## config.mk

```make
export PLATFORM = sky130hd
export DESIGN_NAME = time_display_driver
export DESIGN_NICKNAME = d
export VERILOG_FILES = /design/src/rtl/time_display_driver.sv
export SDC_FILE = /design/constraint.sdc
export NUM_CORES = 1
export LEC_CHECK = 0
export CORE_UTILIZATION = 58
export CTS_BUF_LIST = sky130_fd_sc_hd__clkbuf_8 sky130_fd_sc_hd__clkbuf_16
export CTS_CLUSTER_DIAMETER = 80
export DETAILED_ROUTE_END_ITERATION = 10
export PLACE_DENSITY = 0.82
export SETUP_SLACK_MARGIN = 0.4
export SYNTH_ARGS = -nofsm -noshare
export SYNTH_HDL_FRONTEND = slang
export SYNTH_SLANG_ARGS = --single-unit
```

## constraint.sdc

```tcl
create_clock -name kh_clk -period 4.38 [get_ports kh_clk]
set_input_delay 0.876 -clock kh_clk [delete_from_list [all_inputs] [get_ports kh_clk]]
set_output_delay 0.876 -clock kh_clk [all_outputs]
set_load 0.05 [all_outputs]
```

## src/rtl/time_display_driver.sv

```systemverilog
// Snapshots the packed {hr,min,sec,ms} time word, converts it to BCD with a serial
// double-dabble FSM and scans it onto a common-anode 7-segment display (HUNDREDTHS_EN adds ms digits).
module time_display_driver #(
    parameter int REFRESH_CYCLES = 16,
    parameter bit SEG_ACTIVE_LOW = 1'b1,
`ifdef HUNDREDTHS_EN
    localparam int ND = 8
`else
    localparam int ND = 6
`endif
) (
    input  logic          kh_clk,
    input  logic          reset,
    input  logic [26:0]   disp_time,
    input  logic          blank_lz,
    output logic [6:0]    seg,
    output logic [ND-1:0] an,
    output logic          dp,
    output logic          bad_time
);

    localparam int CW = (REFRESH_CYCLES > 1) ? $clog2(REFRESH_CYCLES) : 1;
    localparam logic [CW-1:0] CNT_MAX = CW'(REFRESH_CYCLES - 1);
    localparam logic INV = SEG_ACTIVE_LOW ? 1'b0 : 1'b1;
    localparam logic [6:0] SEG_DASH  = 7'b0111111;
    localparam logic [6:0] SEG_BLANK = 7'b1111111;

    typedef enum logic [1:0] {IDLE, LOAD, SHIFT, DONE} state_t;

    state_t        state;
    logic [CW-1:0] cnt;
    logic          wrap;
    logic [3:0]    iter;
    logic [21:0]   sh_hr, sh_min, sh_sec;
    logic          bad_snap;
    logic [3:0]    hr10, hr1, min10, min1, sec10, sec1;
`ifdef HUNDREDTHS_EN
    logic [21:0]   sh_ms;
    logic [3:0]    ms100, ms10;
`endif
    logic [2:0]    idx;
    logic [3:0]    digit;
    logic          dp_on;
    logic          is_hr10;
    logic [6:0]    seg_lo;
    logic [ND-1:0] an_lo;

    // {bcd[11:0], bin[9:0]}: add-3 correction on each BCD nibble, then shift left.
    function automatic logic [21:0] dabble_step(input logic [21:0] v);
        logic [21:0] t;
        t = v;
        for (int unsigned n = 0; n < 3; n++) begin
            if (t[10 + 4*n +: 4] >= 4'd5)
                t[10 + 4*n +: 4] = t[10 + 4*n +: 4] + 4'd3;
        end
        return {t[20:0], 1'b0};
    endfunction

    function automatic logic [6:0] digit_seg(input logic [3:0] d);
        case (d)
            4'd0:    return 7'b1000000;
            4'd1:    return 7'b1111001;
            4'd2:    return 7'b0100100;
            4'd3:    return 7'b0110000;
            4'd4:    return 7'b0011001;
            4'd5:    return 7'b0010010;
            4'd6:    return 7'b0000010;
            4'd7:    return 7'b1111000;
            4'd8:    return 7'b0000000;
            4'd9:    return 7'b0010000;
            default: return SEG_BLANK;
        endcase
    endfunction

    assign wrap = (cnt == CNT_MAX);

    always_ff @(posedge kh_clk or posedge reset) begin
        if (reset) cnt <= '0;
        else       cnt <= wrap ? '0 : cnt + CW'(1);
    end

    always_ff @(posedge kh_clk or posedge reset) begin
        if (reset) begin
            state    <= IDLE;
            iter     <= '0;
            sh_hr    <= '0;
            sh_min   <= '0;
            sh_sec   <= '0;
            bad_snap <= 1'b0;
            hr10     <= '0;
            hr1      <= '0;
            min10    <= '0;
            min1     <= '0;
            sec10    <= '0;
            sec1     <= '0;
            bad_time <= 1'b0;
`ifdef HUNDREDTHS_EN
            sh_ms    <= '0;
            ms100    <= '0;
            ms10     <= '0;
`endif
        end else begin
            case (state)
                IDLE: if (wrap) state <= LOAD;
                LOAD: begin
                    sh_hr    <= {12'd0, 5'd0, disp_time[26:22]};
                    sh_min   <= {12'd0, 4'd0, disp_time[21:16]};
                    sh_sec   <= {12'd0, 4'd0, disp_time[15:10]};
`ifdef HUNDREDTHS_EN
                    sh_ms    <= {12'd0, disp_time[9:0]};
`endif
                    bad_snap <= (disp_time[26:22] > 5'd23) || (disp_time[21:16] > 6'd59) ||
                                (disp_time[15:10] > 6'd59) || (disp_time[9:0] > 10'd999);
                    iter     <= '0;
                    state    <= SHIFT;
                end
                SHIFT: begin
                    sh_hr  <= dabble_step(sh_hr);
                    sh_min <= dabble_step(sh_min);
                    sh_sec <= dabble_step(sh_sec);
`ifdef HUNDREDTHS_EN
                    sh_ms  <= dabble_step(sh_ms);
`endif
                    iter   <= iter + 4'd1;
                    if (iter == 4'd9) state <= DONE;
                end
                DONE: begin
                    // All digits and the error flag change together so a scan never mixes snapshots.
                    hr10     <= sh_hr[17:14];
                    hr1      <= sh_hr[13:10];
                    min10    <= sh_min[17:14];
                    min1     <= sh_min[13:10];
                    sec10    <= sh_sec[17:14];
                    sec1     <= sh_sec[13:10];
`ifdef HUNDREDTHS_EN
                    ms100    <= sh_ms[21:18];
                    ms10     <= sh_ms[17:14];
`endif
                    bad_time <= bad_snap;
                    state    <= IDLE;
                end
                default: state <= IDLE;
            endcase
        end
    end

    always_comb begin
        digit   = '0;
        dp_on   = 1'b0;
        is_hr10 = 1'b0;
        case (idx)
`ifdef HUNDREDTHS_EN
            3'd0: digit = ms10;
            3'd1: digit = ms100;
            3'd2: begin digit = sec1; dp_on = 1'b1; end
            3'd3: digit = sec10;
            3'd4: begin digit = min1; dp_on = 1'b1; end
            3'd5: digit = min10;
            3'd6: begin digit = hr1; dp_on = 1'b1; end
            3'd7: begin digit = hr10; is_hr10 = 1'b1; end
`else
            3'd0: digit = sec1;
            3'd1: digit = sec10;
            3'd2: begin digit = min1; dp_on = 1'b1; end
            3'd3: digit = min10;
            3'd4: begin digit = hr1; dp_on = 1'b1; end
            3'd5: begin digit = hr10; is_hr10 = 1'b1; end
`endif
            default: ;
        endcase
        seg_lo = digit_seg(digit);
        if (bad_time) begin
            seg_lo = SEG_DASH;
            dp_on  = 1'b0;
        end else if (is_hr10 && blank_lz && hr10 == 4'd0) begin
            seg_lo = SEG_BLANK;
        end
        an_lo = ~(ND'(1) << idx);
    end

    always_ff @(posedge kh_clk or posedge reset) begin
        if (reset) begin
            idx <= '0;
            seg <= {7{~INV}};
            an  <= {ND{~INV}};
            dp  <= ~INV;
        end else begin
            idx <= (idx == 3'(ND - 1)) ? 3'd0 : idx + 3'd1;
            seg <= seg_lo ^ {7{INV}};
            an  <= an_lo ^ {ND{INV}};
            dp  <= ~dp_on ^ INV;
        end
    end

endmodule
```

==> metrics.txt, run 1 <==
worst hold path depth=2; vias post-DR=3,591; DRC=0; setup bufs post-CTS=0; PnR worst setup slack=1.60 ns; Post-synth ARST share=1.00; Post-synth EDFFs=0; CP Data Arrival Time=3.06 ns; status=finished clean; GRT overflow=0; Filler Cells Inserted=673; crit path capture type=flip-flop; Seq/Total Area, Yosys=0.520; row count=34; Yosys reg bits=107; Sink Count=107; P&R area growth vs syn=13.4%; share of layout cells above drive strength 1=0.143; FF-to-FF path depth=9; peak supply drop=0.187 mV; core area=0.00868 mm2; worst slack, placed=1.66 ns; Worst-path clk slew=0.10 ns; final worst path period need=2.78 ns; Tcrit/Tclk final=0.634; Register Area=0.00270 mm2; Initial Util=0.597; TritonRoute pass-1 iters=4; CTS resizes=0; antenna violations before repair=0; commonest non-fill, non-tap cell in the layout=dfrtp_1; RSZ-0062 raised after global routing=false; Mapped Area=0.00518 mm2; WL/cell=15.1 um; Syn Inst Count=479; CP startpoint kind=flip-flop; area of the multi-input gates=0.00219 mm2; latest clock arrival within the worst-skew pair=0.37 ns; final net count=569; final wirelength=9500 um; Final Hold Vio Count=0; Die ar.=0.00931 mm2; critical path depth=9; root buf cell=clkbuf_8; worst slew pin tran=1.19 ns; Min-Delay Path Class=reg2reg; Avg Synthesized Cell Area=10.8 um2; Die W=96.5 um; Worst Path Required=4.67 ns; worst-path cell chain=inv_2 > ha_1 > a22o_1 > o21a_1 > or2_1 > inv_1 > ha_1 > nand2_1 > a2111o_1; Tot Pwr=2.01 mW; Post-DRT Antenna Nets=0; I/O Pins=45; Setup Crit Path Kind=reg2reg; worst reg2reg setup slack=1.60 ns; highest-delay cell along the critical path=dfrtp_1; vias in the first global route=3,650; Max-Cap Viols=0; commonest cells after routing, fill and taps aside=93 x dfrtp_1, 49 x inv_1, 41 x clkdlybuf4s50_1, 31 x a21oi_1, 29 x o22ai_1; largest net degree at the start of global routing=85; syn nets=534; Max Root-Sink Buffers=2; port bufs=41; TritonCTS Buffers=9; Max Freq=360 MHz; Finish-stage setup viols=0; crit-path most repeated cell=ha_1; H-tree depth=3; post-cts hold buffer count=0; Die Ht=96.5 um; Ant. Diodes=0; Vias per Instance=5.73; CP delay by family, top=compound AO/OA/AOI/OAI gates; Final Skew=0.0129 ns; global-route wire length before repair=16,200 um; Crit path largest cell delay=0.77 ns; Synth cell types=61; CTS tree=done; Layout Utilization=0.677; power per standard cell area=342 mW/mm2; relative slew slack=0.206; fin. max-slew vios=0; Buffers & Inverters on Critical Path=2; setup_tns=0 ns; Main synth FF type=dfrtp_1; gpl congestion=0.838; crit-path max FO=16; GRT Util Overall=0.227; yosys warns=0; leakage power=2.62 nW; Starting DRT DRC Count=169; DP HPWL=6730 um
==> synthesized netlist by cell type, types with 3 or more instances <==
master,instances,area share
mux2_2,24,0.052
and2_1,3,0.0036
dfrtp_1,93,0.45
nand3_1,9,0.0087
mux2i_1,20,0.039
xnor2_1,7,0.012
a31oi_1,5,0.0060
o21bai_1,4,0.0058
nor2_1,28,0.020
dfstp_2,14,0.071
nand2b_1,10,0.012
nor2b_1,3,0.0036
o31ai_1,3,0.0043
nand2_1,23,0.017
nor3_1,5,0.0048
nand3b_1,3,0.0043
o21ai_0,25,0.024
clkbuf_1,14,0.010
inv_1,50,0.036
ha_1,25,0.060
o22ai_1,29,0.035
a21oi_1,31,0.030
==> cell families after synthesis <==
family / Yosys count / share of synthesized area
XOR/XNOR: 9 / 0.0152
adder cells (fa/ha/maj): 25 / 0.0604
AO/OA/AOI/OAI: 121 / 0.151
buffers and inverters: 74 / 0.0580
AND/OR/NAND/NOR: 96 / 0.0947
multiplexers: 47 / 0.101
flip-flops: 107 / 0.520
==> registers in the layout, summed over array words and instances (netlist names) <==
register and count:
sh_hr 18, sh_min 18, sh_sec 18, seg 7, an 6, cnt 4, hr10 4, hr1 4
iter 4, min10 4, min1 4, sec10 4, sec1 4, idx 3, state 2, bad_snap 1
bad_time 1, dp 1
==> metrics by stage <==
step	instance area [um2]	instances	hold WS, ns
3_5_place_dp	5660	611	0.483
4_1_cts	5870	627	0.509
5_1_grt	5870	627	0.528
2_1_floorplan	5180	479	0.449
6_report	5870	627	0.505
3_3_place_gp	5660	611	0.465
==> worst reg2reg max path: cells and delay by family (launching register included) <==
| family | cells | cell delay [ns] |
|---|---|---|
| buffers and inverters | 2 | 0.25 |
| DFF | 1 | 0.77 |
| and+or+nand+nor | 2 | 0.30 |
| AOI/OAI and AO/OA | 3 | 0.90 |
| adders and majority gates | 2 | 0.49 |
==> report_power, final <==
part	internal [mW]	total, mW	leakage, nW	switching (mW)
Sequential	1.06	1.09	1.36	0.0322
Combinational	0.121	0.284	1.16	0.163
Clock	0.285	0.628	0.0995	0.343
==> area by class of cell <==
cell class | count | share of cell area
Clock inverter | 6 | 0.0121
Clock buffer | 10 | 0.0234
Sequential cell | 107 | 0.459
Multi-Input combinational cell | 298 | 0.372
Inverter | 53 | 0.0352
Timing Repair Buffer | 45 | 0.0750
Tap cell | 108 | 0.0230
==> routing by layer <==
metal	wire length (um)	global-route usage
met5	0	0
met4	99	0.0821
met3	220	0.0344
met2	5070	0.409
met1	4110	0.274
==> final timing paths <==
check,from,end
min reg2reg,sh_hr[4]$_DFFE_PP0P_,sh_hr[5]$_DFFE_PP0P_
max in group asynchronous,reset,seg[4]$_DFF_PP1_
max reg2reg,idx[2]$_DFF_PP0_,seg[4]$_DFF_PP1_
min,sh_hr[4]$_DFFE_PP0P_,sh_hr[5]$_DFFE_PP0P_
max,idx[2]$_DFF_PP0_,seg[4]$_DFF_PP1_
min in group asynchronous,reset,iter[0]$_DFFE_PP0P_
No activity file was read; power rests on OpenSTA's default activity.
==> inputs of run 2 (changes only) <==
==> constraint.sdc (replaced) <==
create_clock -name kh_clk -period 2.7 [get_ports kh_clk]
set_input_delay 0.54 -clock kh_clk [delete_from_list [all_inputs] [get_ports kh_clk]]
set_output_delay 0.54 -clock kh_clk [all_outputs]
set_load 0.05 [all_outputs]
==> run 2 against run 1 <==
Effect of this change: critical path depth unchanged; sequential power is 62% higher; worst setup slack got worse by 1.2 ns; via count up 1.4%; global-route usage increased by 0.16 points; cell count increased by 1.4%.
==> metrics.txt, run 2 (synthesis results as in run 1) <==
worst slew pin tran=0.651 ns (was 1.19 ns); P&R area growth vs syn=15.3% (was 13.4%); root buf cell=clkbuf_8 (unchanged); row count=34 (unchanged); worst slack, placed=0.347 ns (was 1.66 ns); Setup Crit Path Kind=reg2reg (unchanged); GRT Util Overall=0.229 (was 0.227); final net count=578 (was 569); clock power share=0.290 (was 0.313); Worst Path Required=3.00 ns (was 4.67 ns); commonest cells after routing, fill and taps aside=91 x dfrtp_1, 49 x inv_1, 41 x clkdlybuf4s50_1, 31 x a21oi_1, 29 x o22ai_1 (was 93 x dfrtp_1, 49 x inv_1, 41 x clkdlybuf4s50_1, 31 x a21oi_1, 29 x o22ai_1); H-tree depth=3 (unchanged); TritonCTS Buffers=9 (unchanged); commonest non-fill, non-tap cell in the layout=dfrtp_1 (unchanged); Initial Util=0.597 (unchanged); Die ar.=0.00931 mm2 (unchanged); core area=0.00868 mm2 (unchanged); port bufs=41 (unchanged); Sink Count=107 (unchanged); vias post-DR=3,641 (was 3,591); GRT overflow=0 (unchanged); Vias per Instance=5.72 (was 5.73); crit-path max FO=6 (was 16); Min-Delay Endpoint=cnt[0]$_DFF_PP0_ (was sh_hr[5]$_DFFE_PP0P_); PnR worst setup slack=0.426 ns (was 1.60 ns); Max-Cap Viols=0 (unchanged); Sequential Power Share=0.560 (was 0.545); Filler Cells Inserted=652 (was 673); peak supply drop=0.304 mV (was 0.187 mV); TritonRoute pass-1 iters=6 (was 4); worst hold path depth=1 (was 2); final wirelength=9730 um (was 9500 um); status=finished clean (unchanged); Max Freq=440 MHz (was 360 MHz); global-route wire length before repair=16,200 um (about the same); Post-DRT Antenna Nets=0 (unchanged); Psw=0.878 mW (was 0.539 mW); Final Hold Vio Count=0 (unchanged); Comb power frac=0.150 (was 0.142); DP HPWL=6590 um (was 6730 um); share of layout cells above drive strength 1=0.170 (was 0.143); crit path capture type=flip-flop (unchanged); gpl congestion=0.828 (was 0.838); DRC=0 (unchanged); power per standard cell area=530 mW/mm2 (was 342 mW/mm2); largest net degree at the start of global routing=108 (was 85); Tcrit/Tclk final=0.842 (was 0.634); min-delay src=cnt[0]$_DFF_PP0_ (was sh_hr[4]$_DFFE_PP0P_); Final Skew=0.00684 ns (was 0.0129 ns); final worst path period need=2.27 ns (was 2.78 ns); WL/cell=15.3 um (was 15.1 um); CTS tree=done (unchanged); Die W=96.5 um (unchanged); antenna violations before repair=0 (unchanged); hold_ws=0.500 ns (was 0.505 ns); I/O Pins=45 (unchanged); leakage power=2.66 nW (was 2.62 nW); CP startpoint kind=flip-flop (unchanged); Finish-stage setup viols=0 (unchanged); worst reg2reg setup slack=0.43 ns (was 1.60 ns); RSZ-0062 raised after global routing=true (was false); Min-Delay Path Class=reg2reg (unchanged); fin. max-slew vios=0 (unchanged); Pint=2.29 mW (was 1.47 mW); FF-to-FF path depth=9 (unchanged); CP Data Arrival Time=2.58 ns (was 3.06 ns); Die Ht=96.5 um (unchanged); relative slew slack=0.565 (was 0.206); setup_tns=0 ns (unchanged); Worst-path clk slew=0.10 ns (about the same); Starting DRT DRC Count=246 (was 169); Max Root-Sink Buffers=2 (unchanged); Ant. Diodes=0 (unchanged); worst r2r src=idx[0]$_DFF_PP0_ (was idx[2]$_DFF_PP0_); RR Endpoint=seg[4]$_DFF_PP1_ (unchanged); latest clock arrival within the worst-skew pair=0.37 ns (about the same); Sw Ratio=0.277 (was 0.269); vias in the first global route=3,502 (was 3,650); Largest regs=sh_hr x18, sh_min x18, sh_sec x18 (unchanged)
run 2: metal layers:
metal  wire length [um]  share of wire  global-route usage  vias to the layer above
li1                   -              -                   -                     1751
met1               4270           0.44               0.292                     1801
met2               4990           0.51               0.398                       78
met5                  0              0                   0                        -
met4                145          0.015              0.0784                        0
met3                329          0.034              0.0329                       11
run 2: timing repair:
action | CTS | global route
gates resized for setup | 3 | 6
hold buffers | 0 | 0
setup buffers | 1 | 2
pin swaps | 0 | 4
cloned | 0 | 0
endpoints found under the setup margin | 2 | 2
run 2: stage by stage:
step,area [um2],utilization,instances,power (mW)
4_1_cts,5930,0.683,634,3.17
3_5_place_dp,5740,0.661,617,2.27
3_3_place_gp,5740,0.661,617,2.26
6_report,5970,0.688,636,3.17
5_1_grt,5970,0.688,636,3.29
2_1_floorplan,5210,-,479,2.11
run 2: cell type report:
class | count | area (um2) | share of cell area
clock buffer | 10 | 138 | 0.0230
tap | 108 | 135 | 0.0226
sequential | 107 | 2700 | 0.452
inverter | 53 | 210 | 0.0352
timing repair buffer | 54 | 524 | 0.0878
clock inverter | 6 | 41.3 | 0.00691
multi-input combinational | 298 | 2230 | 0.373
run 2: how the worst max path moves through the flow:
stage / slack (ns) / endpoint / from
after CTS: 0.41 / seg[4]$_DFF_PP1_ / idx[0]$_DFF_PP0_
final: 0.43 / seg[4]$_DFF_PP1_ / idx[0]$_DFF_PP0_
after global routing: 0.35 / seg[4]$_DFF_PP1_ / idx[0]$_DFF_PP0_
after global placement: 0.39 / seg[4]$_DFF_PP1_ / idx[2]$_DFF_PP0_
after floorplan: 0.43 / seg[4]$_DFF_PP1_ / idx[0]$_DFF_PP0_
after detailed placement: 0.35 / seg[4]$_DFF_PP1_ / idx[0]$_DFF_PP0_
run 2: power groups by stage:
stage | sequential, mW | clock [mW] | combinational, mW
after detailed placement | 1.80 | 0 | 0.465
after global routing | 1.79 | 0.984 | 0.520
after CTS | 1.77 | 0.927 | 0.469
after floorplan | 1.93 | 0 | 0.184
after global placement | 1.80 | 0 | 0.456
final | 1.77 | 0.918 | 0.476
run 2: critical path, stage by stage, from the launching register on:
cell	delay (ns)
dfrtp_2	0.47
and2_4	0.18
ha_4	0.17
a22o_1	0.25
o21a_1	0.20
or2_4	0.26
inv_4	0.08
ha_4	0.13
nand2_2	0.04
a2111o_1	0.42
==> inputs of run 3 (changes only) <==
==> constraint.sdc (replaced) <==
create_clock -name kh_clk -period 2.14 [get_ports kh_clk]
set_input_delay 0.428 -clock kh_clk [delete_from_list [all_inputs] [get_ports kh_clk]]
set_output_delay 0.428 -clock kh_clk [all_outputs]
set_load 0.05 [all_outputs]
==> run 3 against run 2 <==
Effect of this change: sequential share of layout area decreased by 2.8 points; first-iteration DRC count decreased by 40%; cell area increased by 6.6%; cell count increased by 3.9%; clock skew increased by 0.014 ns; count of clock-buffer cells in the layout decreased by 1; clock power increased by 39%; die area unchanged; combinational power increased by 40%; sequential power increased by 27%; utilization increased by 4.6 points; critical path type unchanged.
==> metrics.txt, run 3 (synthesis results as in run 1) <==
Filler Cells Inserted=583 (was 652); Min-Delay Path Class=in2async (was reg2reg); GRT Util Overall=0.249 (was 0.229); row count=34 (unchanged); setup_tns=0 ns (unchanged); commonest cells after routing, fill and taps aside=90 x dfrtp_1, 47 x inv_1, 29 x o22ai_1, 29 x a21oi_1, 28 x nor2_1 (was 91 x dfrtp_1, 49 x inv_1, 41 x clkdlybuf4s50_1, 31 x a21oi_1, 29 x o22ai_1); CTS tree=done (unchanged); latest clock arrival within the worst-skew pair=0.39 ns (was 0.37 ns); vias post-DR=3,793 (was 3,641); Largest regs=sh_hr x18, sh_min x18, sh_sec x18 (unchanged); Initial Util=0.597 (unchanged); TritonCTS Buffers=9 (unchanged); area of the multi-input gates=0.00231 mm2 (was 0.00223 mm2); DP HPWL=7300 um (was 6590 um); GRT overflow=0 (unchanged); P&R area growth vs syn=23.0% (was 15.3%); final net count=603 (was 578); Max Freq=470 MHz (was 440 MHz); final wirelength=10,900 um (was 9730 um); Final Hold Vio Count=0 (unchanged); crit-path max FO=5 (was 6); core area=0.00868 mm2 (unchanged); global-route wire length before repair=17,500 um (was 16,200 um); Finish-stage setup viols=0 (unchanged); crit path capture type=flip-flop (unchanged); fin. max-slew vios=0 (unchanged); Tot Pwr=4.19 mW (was 3.17 mW); root buf cell=clkbuf_8 (unchanged); Die ar.=0.00931 mm2 (unchanged); DRC=0 (unchanged); Starting DRT DRC Count=148 (was 246); Max-Cap Viols=0 (unchanged); Sink Count=107 (unchanged); Die Ht=96.5 um (unchanged); CP Data Arrival Time=2.44 ns (was 2.58 ns); Register Area=0.00270 mm2 (about the same); hold_ws=0.434 ns (was 0.500 ns); H-tree depth=3 (unchanged); Crit path largest cell delay=0.45 ns (was 0.47 ns); Setup Crit Path Kind=reg2reg (unchanged); share of layout cells above drive strength 1=0.266 (was 0.170); Max Root-Sink Buffers=2 (unchanged); vias in the first global route=3,793 (was 3,502); relative slew slack=0.643 (was 0.565); Die W=96.5 um (unchanged); port bufs=41 (unchanged); Final Skew=0.0209 ns (was 0.00684 ns); gpl congestion=0.885 (was 0.828); Post-DRT Antenna Nets=0 (unchanged); worst-path cell chain=buf_4 > nor2b_1 > a2bb2o_2 > o21a_1 > or2_4 > inv_4 > ha_4 > nand2_2 > a2111o_1 (was and2_4 > ha_4 > a22o_1 > o21a_1 > or2_4 > inv_4 > ha_4 > nand2_2 > a2111o_1); final worst path period need=2.13 ns (was 2.27 ns); Vias per Instance=5.74 (was 5.72); antenna violations before repair=0 (unchanged); WL/cell=16.5 um (was 15.3 um); peak supply drop=0.389 mV (was 0.304 mV); highest-delay cell along the critical path=dfrtp_2 (unchanged); leakage power=2.88 nW (was 2.66 nW); Ant. Diodes=0 (unchanged); CP startpoint kind=flip-flop (unchanged); status=finished clean (unchanged); Placed Area=0.00593 mm2 (was 0.00574 mm2); design area=0.00637 mm2 (was 0.00597 mm2); post-cts hold buffer count=0 (unchanged); RSZ-0062 raised after global routing=true (unchanged); TritonRoute pass-1 iters=4 (was 6); Tcrit/Tclk final=0.994 (was 0.842); worst slew pin tran=0.535 ns (was 0.651 ns); Worst-path clk slew=0.11 ns (was 0.10 ns); largest net degree at the start of global routing=43 (was 108); Worst Path Required=2.46 ns (was 3.00 ns); power per standard cell area=657 mW/mm2 (was 530 mW/mm2); commonest non-fill, non-tap cell in the layout=dfrtp_1 (unchanged); I/O Pins=45 (unchanged)
[run 3: cell types whose count changed in the layout (fill, tap and decap cells not counted), sizes merged]
cell	previous run	this run
buf	13	41
bufbuf	0	1
clkdlybuf4s15	0	6
clkdlybuf4s18	0	4
clkdlybuf4s50	41	26
clkinvlp	3	1
inv	54	57
[run 3: cell type report]
| cell class | instances | share of cell area |
|---|---|---|
| clock buffers | 9 | 0.0194 |
| clock inverters | 7 | 0.0136 |
| inverters | 53 | 0.0330 |
| multi-input cells | 298 | 0.363 |
| flip-flops and latches | 107 | 0.424 |
| well taps | 108 | 0.0212 |
| repair buffers | 79 | 0.126 |
[run 3: final timing paths]
check                                    start                  end  slack (ns)  cells after the start
min                                      reset  min1[1]$_DFFE_PP0N_        0.43                      2
max in group asynchronous                reset     seg[1]$_DFF_PP1_        1.14                      3
min in group kh_clk        iter[3]$_DFFE_PP0P_  iter[3]$_DFFE_PP0P_        0.50                      1
min reg2reg                iter[3]$_DFFE_PP0P_  iter[3]$_DFFE_PP0P_        0.50                      1
max reg2reg                   idx[1]$_DFF_PP0_     seg[4]$_DFF_PP1_        0.01                      9
max                           idx[1]$_DFF_PP0_     seg[4]$_DFF_PP1_        0.01                      9
[run 3: timing repair]
item,4_1_cts,5_1_grt
setup buffers,5,3
resized for setup,59,33
pin swaps,5,6
endpoints found under the setup margin,30,26
gates cloned,1,1
[run 3: worst max-delay path, delay by kind of cell (launching register included)]
kind / cells / cell delay [ns]
AO/OA/AOI/OAI: 3 / 0.82
adder cells (fa/ha/maj): 1 / 0.14
buffers and inverters: 2 / 0.22
flip-flops: 1 / 0.45
AND/OR/NAND/NOR: 3 / 0.44
[run 3: per-stage QoR]
stage / util / setup slack (ns) / std cells
5_1_grt: 0.734 / -0.0649 / 661
2_1_floorplan: - / -0.104 / 479
3_3_place_gp: 0.684 / -0.0182 / 635
6_report: 0.734 / 0.0124 / 661
3_5_place_dp: 0.684 / -0.0435 / 635
4_1_cts: 0.726 / 0.00300 / 657
[run 3: power by group]
| part | switching (mW) | total [mW] | leakage, nW | internal (mW) |
|---|---|---|---|---|
| registers | 0.0673 | 2.24 | 1.36 | 2.17 |
| logic | 0.373 | 0.667 | 1.42 | 0.294 |
| clock network | 0.799 | 1.28 | 0.107 | 0.480 |
[run 3: metal layers]
metal	vias up	track usage	share of wire
met5	-	0	0
met4	0	0.0907	0.018
met3	19	0.0446	0.034
met2	93	0.437	0.52
met1	1878	0.306	0.42
li1	1803	-	-
